## config.mk

```make
export PLATFORM = sky130hd
export DESIGN_NAME = uart_rx_cfg_flat
export DESIGN_NICKNAME = d
export VERILOG_FILES = /design/src/rtl/uart_rx_cfg_if.sv /design/src/rtl/uart_rx_cfg.sv /design/src/flat_wrapper.sv
export SDC_FILE = /design/constraint.sdc
export NUM_CORES = 1
export LEC_CHECK = 0
export BUFFER_PORTS_ARGS = -buffer_cell sky130_fd_sc_hd__buf_2
export CAP_MARGIN = 25
export CELL_PAD_IN_SITES_DETAIL_PLACEMENT = 1
export CELL_PAD_IN_SITES_GLOBAL_PLACEMENT = 1
export CORE_MARGIN = 3
export CORE_UTILIZATION = 43
export DETAILED_ROUTE_END_ITERATION = 8
export PLACE_DENSITY_LB_ADDON = 0.12
export SLEW_MARGIN = 10
export SYNTH_ARGS = -nofsm -noshare
export SYNTH_HDL_FRONTEND = slang
export SYNTH_SLANG_ARGS = --single-unit
```

## constraint.sdc

```tcl
create_clock -name clk -period 2.07 [get_ports clk]
set_input_delay 0 -clock clk [delete_from_list [all_inputs] [get_ports clk]]
set_output_delay 0 -clock clk [all_outputs]
set_load 0.01 [all_outputs]
```

## src/rtl/uart_rx_cfg_if.sv

```systemverilog
// Receive-side handshake bundle for uart_rx_cfg: word, status flags and the
// consumer's ready. The receiver drives through master; the consumer uses slave.
interface uart_rx_cfg_if #(
    parameter int DATA_BITS = 8
);
    logic [DATA_BITS-1:0] rx_data;
    logic                 rx_valid;
    logic                 rx_ready;
    logic                 rx_parity_err;
    logic                 rx_frame_err;
    logic                 rx_overrun;
    logic                 rx_break;
    logic                 rx_busy;

    modport master (
        output rx_data, rx_valid, rx_parity_err, rx_frame_err,
               rx_overrun, rx_break, rx_busy,
        input  rx_ready
    );

    modport slave (
        input  rx_data, rx_valid, rx_parity_err, rx_frame_err,
               rx_overrun, rx_break, rx_busy,
        output rx_ready
    );
endinterface

```

## src/rtl/uart_rx_cfg.sv

```systemverilog
// Configurable UART receiver: 5..8 data bits, none/odd/even parity, 1..2 stop bits,
// 3-sample majority vote, valid/ready output. Define UART_RX_BREAK_EN for break detection.
module uart_rx_cfg #(
    parameter int CLK_FRE   = 27,
    parameter int BAUD_RATE = 115200,
    parameter int DATA_BITS = 8,
    parameter int PARITY    = 0,
    parameter int STOP_BITS = 1
) (
    input  logic clk,
    input  logic rst_n,
    input  logic rx_pin,
    uart_rx_cfg_if.master rx
);
    localparam int unsigned CYCLE     = CLK_FRE * 1000000 / BAUD_RATE;
    localparam logic [15:0] HALF      = 16'(CYCLE / 2);
    localparam logic [15:0] HALF_M1   = 16'(CYCLE / 2 - 1);
    localparam logic [15:0] HALF_M2   = 16'(CYCLE / 2 - 2);
    localparam logic [15:0] LAST      = 16'(CYCLE - 1);
    localparam logic [2:0]  LAST_BIT  = 3'(DATA_BITS - 1);
    localparam logic        LAST_STOP = 1'(STOP_BITS - 1);

    typedef enum logic [2:0] {IDLE, START, DATA, PAR_BIT, STOP, BRK_WAIT} state_t;

    state_t               state;
    logic                 sync1, rx_s, rx_d;
    logic [15:0]          cnt;
    logic [2:0]           bit_idx;
    logic                 stop_idx;
    logic [DATA_BITS-1:0] shreg;
    logic                 par_acc, par_err, frame_err;
    logic                 s0, s1;
    logic                 vote, at_mid, at_last, frame_err_now;
`ifdef UART_RX_BREAK_EN
    logic                 all_zero;
`else
    assign rx.rx_break = 1'b0;
`endif

    always_comb begin
        vote          = (s0 & s1) | (s0 & rx_s) | (s1 & rx_s);
        at_mid        = (cnt == HALF);
        at_last       = (cnt == LAST);
        frame_err_now = frame_err | ~vote;
    end

    always_ff @(posedge clk or negedge rst_n) begin
        if (!rst_n) begin
            state            <= IDLE;
            sync1            <= 1'b1;
            rx_s             <= 1'b1;
            rx_d             <= 1'b1;
            cnt              <= '0;
            bit_idx          <= '0;
            stop_idx         <= 1'b0;
            shreg            <= '0;
            par_acc          <= 1'b0;
            par_err          <= 1'b0;
            frame_err        <= 1'b0;
            s0               <= 1'b1;
            s1               <= 1'b1;
            rx.rx_data       <= '0;
            rx.rx_valid      <= 1'b0;
            rx.rx_parity_err <= 1'b0;
            rx.rx_frame_err  <= 1'b0;
            rx.rx_overrun    <= 1'b0;
            rx.rx_busy       <= 1'b0;
`ifdef UART_RX_BREAK_EN
            rx.rx_break      <= 1'b0;
            all_zero         <= 1'b0;
`endif
        end else begin
            sync1         <= rx_pin;
            rx_s          <= sync1;
            rx_d          <= rx_s;
            rx.rx_overrun <= 1'b0;
`ifdef UART_RX_BREAK_EN
            rx.rx_break   <= 1'b0;
`endif
            if (rx.rx_valid && rx.rx_ready) rx.rx_valid <= 1'b0;
            if (cnt == HALF_M2) s0 <= rx_s;
            if (cnt == HALF_M1) s1 <= rx_s;

            case (state)
                IDLE: begin
                    cnt <= '0;
                    if (rx_d && !rx_s) begin
                        state      <= START;
                        rx.rx_busy <= 1'b1;
                    end
                end
                START: begin
                    cnt <= cnt + 16'd1;
                    if (at_mid && vote) begin
                        state      <= IDLE;
                        rx.rx_busy <= 1'b0;
                        cnt        <= '0;
                    end else if (at_last) begin
                        state     <= DATA;
                        cnt       <= '0;
                        bit_idx   <= '0;
                        stop_idx  <= 1'b0;
                        par_acc   <= 1'b0;
                        par_err   <= 1'b0;
                        frame_err <= 1'b0;
`ifdef UART_RX_BREAK_EN
                        all_zero  <= 1'b1;
`endif
                    end
                end
                DATA: begin
                    cnt <= cnt + 16'd1;
                    if (at_mid) begin
                        shreg   <= {vote, shreg[DATA_BITS-1:1]};
                        par_acc <= par_acc ^ vote;
`ifdef UART_RX_BREAK_EN
                        if (vote) all_zero <= 1'b0;
`endif
                    end
                    if (at_last) begin
                        cnt <= '0;
                        if (bit_idx == LAST_BIT) state <= (PARITY != 0) ? PAR_BIT : STOP;
                        else bit_idx <= bit_idx + 3'd1;
                    end
                end
                PAR_BIT: begin
                    cnt <= cnt + 16'd1;
                    if (at_mid) begin
                        par_err <= (PARITY == 1) ? ~(par_acc ^ vote) : (par_acc ^ vote);
`ifdef UART_RX_BREAK_EN
                        if (vote) all_zero <= 1'b0;
`endif
                    end
                    if (at_last) begin
                        state <= STOP;
                        cnt   <= '0;
                    end
                end
                STOP: begin
                    cnt <= cnt + 16'd1;
                    if (at_mid) begin
                        frame_err <= frame_err_now;
`ifdef UART_RX_BREAK_EN
                        if (!stop_idx && all_zero && !vote) begin
                            rx.rx_break <= 1'b1;
                            state       <= BRK_WAIT;
                            cnt         <= '0;
                        end else
`endif
                        // Commit at the last stop decision point rather than the bit end to absorb baud drift.
                        if (stop_idx == LAST_STOP) begin
                            state      <= IDLE;
                            rx.rx_busy <= 1'b0;
                            cnt        <= '0;
                            if (!rx.rx_valid || rx.rx_ready) begin
                                rx.rx_data       <= shreg;
                                rx.rx_parity_err <= par_err;
                                rx.rx_frame_err  <= frame_err_now;
                                rx.rx_valid      <= 1'b1;
                            end else begin
                                rx.rx_overrun <= 1'b1;
                            end
                        end
                    end else if (at_last) begin
                        cnt      <= '0;
                        stop_idx <= 1'b1;
                    end
                end
`ifdef UART_RX_BREAK_EN
                BRK_WAIT: begin
                    if (rx_s) begin
                        state      <= IDLE;
                        rx.rx_busy <= 1'b0;
                    end
                end
`endif
                default: state <= IDLE;
            endcase
        end
    end
endmodule

```

## src/flat_wrapper.sv

```systemverilog
// flat-port wrapper written by rule: the top's interface ports become plain ports
module uart_rx_cfg_flat 
#(
    parameter int CLK_FRE   = 27,
    parameter int BAUD_RATE = 115200,
    parameter int DATA_BITS = 8,
    parameter int PARITY    = 0,
    parameter int STOP_BITS = 1
)
  (clk, rst_n, rx_pin, rx_rx_data, rx_rx_valid, rx_rx_parity_err, rx_rx_frame_err, rx_rx_overrun, rx_rx_break, rx_rx_busy, rx_rx_ready);
  uart_rx_cfg_if #(.DATA_BITS(DATA_BITS)) rx_i ();
  input  logic clk;
  input  logic rst_n;
  input  logic rx_pin;
  output wire logic [$bits(rx_i.rx_data)-1:0] rx_rx_data;
  output wire logic [$bits(rx_i.rx_valid)-1:0] rx_rx_valid;
  output wire logic [$bits(rx_i.rx_parity_err)-1:0] rx_rx_parity_err;
  output wire logic [$bits(rx_i.rx_frame_err)-1:0] rx_rx_frame_err;
  output wire logic [$bits(rx_i.rx_overrun)-1:0] rx_rx_overrun;
  output wire logic [$bits(rx_i.rx_break)-1:0] rx_rx_break;
  output wire logic [$bits(rx_i.rx_busy)-1:0] rx_rx_busy;
  input wire logic [$bits(rx_i.rx_ready)-1:0] rx_rx_ready;
  assign rx_rx_data = rx_i.rx_data;
  assign rx_rx_valid = rx_i.rx_valid;
  assign rx_rx_parity_err = rx_i.rx_parity_err;
  assign rx_rx_frame_err = rx_i.rx_frame_err;
  assign rx_rx_overrun = rx_i.rx_overrun;
  assign rx_rx_break = rx_i.rx_break;
  assign rx_rx_busy = rx_i.rx_busy;
  assign rx_i.rx_ready = rx_rx_ready;
  uart_rx_cfg #(.CLK_FRE(CLK_FRE), .BAUD_RATE(BAUD_RATE), .DATA_BITS(DATA_BITS), .PARITY(PARITY), .STOP_BITS(STOP_BITS)) u_core (.clk(clk), .rst_n(rst_n), .rx_pin(rx_pin), .rx(rx_i));
endmodule
```

==> results of run 1 <==
[worst paths after layout]
kind	cells after the start	slack, ns	start	endpoint
setup / recovery	6	-0.08	u_core.cnt[7]	u_core.cnt[13]
hold / removal	3	0.03	rx_rx_ready	u_core.rx.rx_overrun
setup reg to reg	6	-0.08	u_core.cnt[7]	u_core.cnt[13]
hold reg to reg	0	0.36	u_core.sync1	u_core.rx_s
max in group asynchronous	3	1.27	rst_n	u_core.rx.rx_frame_err
min in group asynchronous	2	0.22	rst_n	u_core.cnt[12]
[logic make-up (layout without fill, tap and decap cells)]
logic type / count (synthesis) / count (layout) / share of synthesized area (%)
flip-flops: 52 / 52 / 50.68
other: 1 / 1 / 0.1454
AND/OR/NAND/NOR: 98 / 98 / 21.78
buffers and inverters: 18 / 85 / 3.685
adder cells (fa/ha/maj): 6 / 6 / 2.813
XOR/XNOR: 2 / 2 / 0.6791
AO/OA/AOI/OAI: 50 / 51 / 13.24
multiplexers: 16 / 16 / 6.983
[metal layers]
metal | track usage, % | up-vias
met3 | 3.159 | 14
met4 | 4.094 | 0
met2 | 34.18 | 36
met5 | 0 | -
met1 | 26.50 | 1100
li1 | - | 1006
[repair_timing]
action,4_1_cts,5_1_grt
cloned,1,0
buffers inserted,3,9
endpoints found under the hold margin,19,0
hold buffers,2,0
pin swaps,14,21
gates resized for setup,20,43
endpoints found under the setup margin,24,44
[state kept, by name (all words and copies together), names as in the netlist]
| signal | cells |
|---|---|
| u_core.s0 | 1 |
| u_core.rx.rx_busy | 1 |
| u_core.par_acc | 1 |
| u_core.frame_err | 1 |
| u_core.cnt | 16 |
| u_core.rx.rx_overrun | 1 |
| u_core.rx.rx_frame_err | 1 |
| u_core.rx_d | 1 |
| u_core.s1 | 1 |
| u_core.rx_s | 1 |
| u_core.stop_idx | 1 |
| u_core.sync1 | 1 |
| u_core.shreg | 8 |
| u_core.rx.rx_valid | 1 |
| u_core.rx.rx_parity_err | 1 |
| u_core.par_err | 1 |
| u_core.state | 3 |
| u_core.rx.rx_data | 8 |
| u_core.bit_idx | 3 |
[cell usage in the layout (no fill, tap or decap), types with 2 or more instances in the layout]
cell	count
dfrtp_1	46
buf_4	41
nand2_1	25
buf_2	16
o21ai_1	13
o21ai_0	12
nor2_1	11
nand3_1	11
mux2_4	10
inv_1	9
nand3_2	8
mux2_2	6
buf_6	6
a21o_1	5
clkbuf_8	5
dfstp_2	5
ha_1	4
nor4_4	3
nand4_1	3
nand2b_1	3
nor3b_1	3
or3_4	3
o311ai_1	3
or3_2	3
a21oi_2	3
inv_2	2
nor4_1	2
nand2_2	2
and3_1	2
nor2b_1	2
nor3_1	2
xnor2_1	2
a31oi_4	2
o211ai_1	2
inv_6	2
dlygate4sd3_1	2
[Yosys cell counts, types with 2 or more instances]
cell type,count,share of area (%)
dfrtp_1,47,46
nand2_1,26,3.8
o21ai_0,24,4.7
nand3_1,19,3.7
mux2_2,16,7.0
inv_1,11,1.6
nor2_1,11,1.6
a21o_1,5,1.5
dfstp_2,5,5.1
ha_1,5,2.4
a21oi_1,4,0.78
or3_2,4,1.2
and3_1,3,0.73
nand2b_1,3,0.73
nand4_1,3,0.73
nor3_1,3,0.58
nor3b_1,3,0.87
nor4_1,3,0.73
o21ai_1,3,0.58
o311ai_0,3,1.0
buf_4,2,0.58
clkbuf_1,2,0.29
nor2b_1,2,0.48
nor4_4,2,1.6
nor4bb_1,2,0.78
o211ai_1,2,0.58
or3_1,2,0.48
xnor2_1,2,0.68
[per-stage QoR]
stage | setup TNS, ns | hold WS (ns) | cell area [µm²] | utilization [%] | power [mW]
6_report | -0.3312 | 0.03101 | 3405 | 60.35 | 2.225
2_1_floorplan | 0 | -0.2956 | 2580 | - | 1.354
4_1_cts | -0.4210 | 0.01754 | 3201 | 56.73 | 2.176
3_5_place_dp | -0.6412 | 0.03781 | 2987 | 52.94 | 1.532
5_1_grt | -3.620 | 0.06110 | 3405 | 60.35 | 2.351
3_3_place_gp | -0.1645 | 0.03877 | 2987 | 52.94 | 1.512
[layout make-up]
| cell class | count | area share [%] |
|---|---|---|
| Tap cell | 72 | 2.646 |
| Sequential cell | 52 | 38.44 |
| Multi-Input combinational cell | 174 | 40.39 |
| Inverter | 11 | 1.213 |
| Clock inverter | 3 | 0.7350 |
| Timing Repair Buffer | 66 | 14.55 |
| Clock buffer | 5 | 2.021 |
[worst reg2reg max path: cells and delay by family (launching register included)]
kind	cells	cell delay (ns)
AOI/OAI and AO/OA	3	0.87
DFF	1	0.45
and+or+nand+nor	3	0.73
[power breakdown]
| group | internal (mW) | switching [mW] | total, mW |
|---|---|---|---|
| clock | 0.248 | 0.373 | 0.620 |
| sequential | 1.08 | 0.0574 | 1.14 |
| combinational | 0.225 | 0.244 | 0.469 |
==> results.tsv, run 1 <==
metric	value	unit
status	finished, violations left	
failing checks	negative setup slack	
Max Cap Viol	0	
pin count of the biggest net entering global routing	30	
Yosys Warn Count	0	
DP Worst Slack	-0.08343	ns
Die Y	83.46	µm
final worst setup slack	-0.07810	ns
core footprint	5642	µm²
CP Data Required Time	2.28	ns
final wirelength	7277	µm
# nets final	319	
Max Clock Skew	0.01431	ns
wl on met1	3364	µm
detailed-route DRC error count	0	
clk sinks	52	
max-slew violation count	0	
Die X	83.46	µm
die footprint	6966	µm²
I/O pin cnt	18	
Primary FF master, synth	dfrtp_1	
Post-Syn Instances	243	
share of cells above drive strength 1	43.73	%
Worst slew margin	59.18	%
CP max stage delay	0.45	ns
Crit Path Max Fanout	4	
multi-input logic area	1375	µm²
CTS tree	done	
CTS Buf Count	5	
Mean Syn Cell Area	10.62	µm²
Slowest cell on crit path	dfrtp_1	
met2 WL post-DR	3552	µm
Worst setup EP type	register	
gr usage total	19.82	%
RSZ-0062 raised after global routing	true	
post-layout minimum cycle time	2.148	ns
antenna cells	0	
Crit path max-delay family	compound AO/OA/AOI/OAI gates	
maximum root-to-sink buffer count	2	
Power Density	653.4	nW/µm²
syn_nets	252	
worst skew pair latency	0.31	ns
fillcell total	610	
met3 wire len	186	µm
routed vias/inst	5.629	
period utilisation layout	103.8	%
vias in the first global route	2262	
final hold vios	0	
CP Buf/Inv Count	0	
Post-synth EDFFs	0	
Synth cell types	54	
worst slew pin tran	0.6123	ns
antenna-violating nets left	0	
drt wl/cell	19.00	µm
final non-filler cell total	383	
placed cells	361	
CTS H-tree depth	2	
leakage power	1.582	nW
Async SR Flop Fraction	100.0	%
gr ovfl total	0	
RePlAce Congestion	0.8144	
post-synthesis register bit count	52	
drt first pass iters	4	
Vias	2156	
uppermost layer routed	met4	
register area share after synthesis	50.68	%
Crit Path Class	register to register	
CTS root buffer	clkbuf_8	
initial antenna violation count	0	
port bufs	16	
Iteration-0 DRC Markers	81	
Initial Util	45.73	%
Sequential cell area	1309	µm²
synthesis-to-finish area growth	31.96	%
Hold Path Class	input port to register	
CP Launch Type	register	
VDD IR max	0.3553	mV
first-pass GRT wire length	11300	µm
clock-pin slew on the worst setup and hold paths	0.11	ns
Rows	27	
Highest Clock Rate	465.5	MHz
worst path cell trace	nor3b_1 > nand2_2 > o41ai_4 > nand3_1 > a21o_1 > a22o_2	
HPWL Detailed	4521	µm
Cell Area, Synth	2580	µm²
arrival time worst endpoint	2.35	ns
Setup Viol. Count Final	12	
(Power assumes the default switching activity.)
==> run 2: changes to the inputs <==
--- a/config.mk
+++ b/config.mk
@@ -5,6 +5,7 @@
 export SDC_FILE = /design/constraint.sdc
 export NUM_CORES = 1
 export LEC_CHECK = 0
+export ABC_CLOCK_PERIOD_IN_PS = 2070
 export BUFFER_PORTS_ARGS = -buffer_cell sky130_fd_sc_hd__buf_2
 export CAP_MARGIN = 25
 export CELL_PAD_IN_SITES_DETAIL_PLACEMENT = 1
@@ -13,6 +14,7 @@
 export CORE_UTILIZATION = 43
 export DETAILED_ROUTE_END_ITERATION = 8
 export PLACE_DENSITY_LB_ADDON = 0.12
+export REMOVE_ABC_BUFFERS = 1
 export SLEW_MARGIN = 10
 export SYNTH_ARGS = -nofsm -noshare
 export SYNTH_HDL_FRONTEND = slang
==> results.tsv, run 2 (synthesis results as in run 1) <==
metric	value	unit	change
Highest Clock Rate	462.5	MHz	was 465.5 MHz
Worst Setup SP	u_core.cnt[12]		was u_core.cnt[7]
final hold vios	0		unchanged
Worst setup EP type	register		unchanged
CTS tree	done		unchanged
Setup crit end	u_core.cnt[6]		was u_core.cnt[13]
reg-to-reg startpoint	u_core.cnt[12]		was u_core.cnt[7]
CP Buf/Inv Count	2		was 0
drt wl/cell	19.83	µm	was 19.00 µm
Sequential cell area	1308	µm²	was 1309 µm²
status	finished, violations left		unchanged
Reg with most FFs	u_core.cnt		unchanged
routed vias/inst	5.605		was 5.629
Max Cap Viol	0		unchanged
HPWL Detailed	4706	µm	was 4521 µm
port bufs	16		unchanged
Hold Path Class	input port to register		unchanged
max-slew violation count	0		unchanged
worst skew pair latency	0.31	ns	about the same
gr usage total	21.17	%	was 19.82%
CTS H-tree depth	2		unchanged
Slowest cell on crit path	dfrtp_1		unchanged
core footprint	5642	µm²	unchanged
maximum root-to-sink buffer count	2		unchanged
worst slew pin tran	0.6830	ns	was 0.6123 ns
VDD IR max	0.4357	mV	was 0.3553 mV
Finished Cell Area	3498	µm²	was 3405 µm²
reg2reg path depth	8		was 6
Iteration-0 DRC Markers	139		was 81
Worst slew margin	54.47	%	was 59.18%
fillcell total	602		was 610
antenna cells	0		unchanged
post-layout minimum cycle time	2.162	ns	was 2.148 ns
Setup Viol. Count Final	6		was 12
first-pass GRT wire length	11970	µm	was 11300 µm
I/O pin cnt	18		unchanged
clock-pin slew on the worst setup and hold paths	0.09	ns	was 0.11 ns
leakage power	1.666	nW	was 1.582 nW
Max Clock Skew	0.004094	ns	was 0.01431 ns
failing checks	negative setup slack		unchanged
Most common cell on crit path	buf_4		
Power Density	684.0	nW/µm²	was 653.4 nW/µm²
RSZ-0062 raised after global routing	true		unchanged
pin count of the biggest net entering global routing	53		was 30
CP max stage delay	0.43	ns	was 0.45 ns
detailed-route DRC error count	0		unchanged
Crit Path Max Fanout	4		unchanged
Rows	27		unchanged
vias in the first global route	2318		was 2262
Crit path max-delay family	compound AO/OA/AOI/OAI gates		unchanged
period utilisation layout	104.5	%	was 103.8%
Regs by FF count	u_core.cnt (16), u_core.rx.rx_data (8), u_core.shreg (8)		unchanged
Die X	83.46	µm	unchanged
Vias	2214		was 2156
CP Data Required Time	2.26	ns	was 2.28 ns
initial antenna violation count	0		unchanged
final wirelength	7831	µm	was 7277 µm
Initial Util	45.73	%	unchanged
clk sinks	52		unchanged
most frequent cells in the layout	buf_4, dfrtp_1, nand2_1		was dfrtp_1, buf_4, nand2_1
max reg flops	16		unchanged
RePlAce Congestion	0.7815		was 0.8144
commonest non-fill, non-tap cell in the layout	buf_4		was dfrtp_1
worst r2r dst	u_core.cnt[6]		was u_core.cnt[13]
antenna-violating nets left	0		unchanged
drt first pass iters	4		unchanged
arrival time worst endpoint	2.35	ns	about the same
# nets final	331		was 319
DP Worst Slack	-0.1276	ns	was -0.08343 ns
Crit Path Class	register to register		unchanged
CTS Buf Count	5		unchanged
r2r setup slk	-0.09	ns	was -0.08 ns
gr ovfl total	0		unchanged
multi-input logic area	1346	µm²	was 1375 µm²
DP Area	3054	µm²	was 2987 µm²
share of cells above drive strength 1	44.27	%	was 43.73%
WP depth	8		was 6
Die Y	83.46	µm	unchanged
final worst setup slack	-0.09227	ns	was -0.07810 ns
die footprint	6966	µm²	unchanged
CP Launch Type	register		unchanged
synthesis-to-finish area growth	35.60	%	was 31.96%
CTS root buffer	clkbuf_8		unchanged
worst path cell trace	nor4_4 > nand2_2 > o41ai_4 > buf_4 > a31oi_2 > buf_4 > a21oi_1 > o21ai_0		was nor3b_1 > nand2_2 > o41ai_4 > nand3_1 > a21o_1 > a22o_2
==> run 2: final cells by class <==
type | count | area share, %
multi-input cells | 174 | 38.48
flip-flops and latches | 52 | 37.37
repair buffers | 78 | 17.24
well taps | 72 | 2.575
clock buffers | 6 | 2.074
inverters | 11 | 1.252
clock inverters | 2 | 1.001
==> run 2: what timing repair did <==
item / in CTS / in global routing
endpoints found under the setup margin: 28 / 41
cloned: 1 / 1
pin swaps: 10 / 13
hold buffers: 2 / 0
endpoints found under the hold margin: 48 / 0
gates resized for setup: 14 / 43
buffers inserted: 7 / 7
==> run 2: power breakdown <==
part | switching, mW | internal [mW]
Combinational | 0.273 | 0.266
Sequential | 0.0680 | 1.08
Clock | 0.350 | 0.360
Total | 0.691 | 1.70
==> run 2: worst register-to-register path, delay by kind of cell, from the launching register on <==
family,cells,cell delay (ns)
compound gates,4,0.75
buf+inv,2,0.38
flops,1,0.43
simple gates,2,0.48
==> run 2: how the worst min path moves through the flow <==
stage                                 to  slack [ns]         from  cells after the start
finish              u_core.rx.rx_overrun        0.04  rx_rx_ready                      3
CTS                 u_core.rx.rx_overrun       0.008  rx_rx_ready                      3
global route        u_core.rx.rx_overrun        0.06  rx_rx_ready                      3
global placement            u_core.sync1        0.11       rx_pin                      1
detailed placement          u_core.sync1        0.11       rx_pin                      1
floorplan              u_core.bit_idx[0]       -0.30        rst_n                      0
==> run 2: layer usage <==
metal	vias up	wire [µm]	track usage, %
met5	-	0	0
met4	0	74	5.263
met3	9	182	3.356
met2	28	3858	34.18
met1	1148	3716	29.92
li1	1029	-	-
==> run 2: per-stage QoR <==
stage / util, % / setup TNS, ns / power [mW] / cells / hold slack, ns
after floorplan: - / -0.1441 / 1.336 / 236 / -0.2956
after global placement: 54.14 / -0.04998 / 1.548 / 370 / 0.1078
after detailed placement: 54.14 / -0.9777 / 1.582 / 370 / 0.1075
after CTS: 58.19 / -0.01463 / 2.306 / 387 / 0.007602
after global routing: 62.01 / -2.460 / 2.516 / 395 / 0.06323
final: 62.01 / -0.2835 / 2.393 / 395 / 0.04226
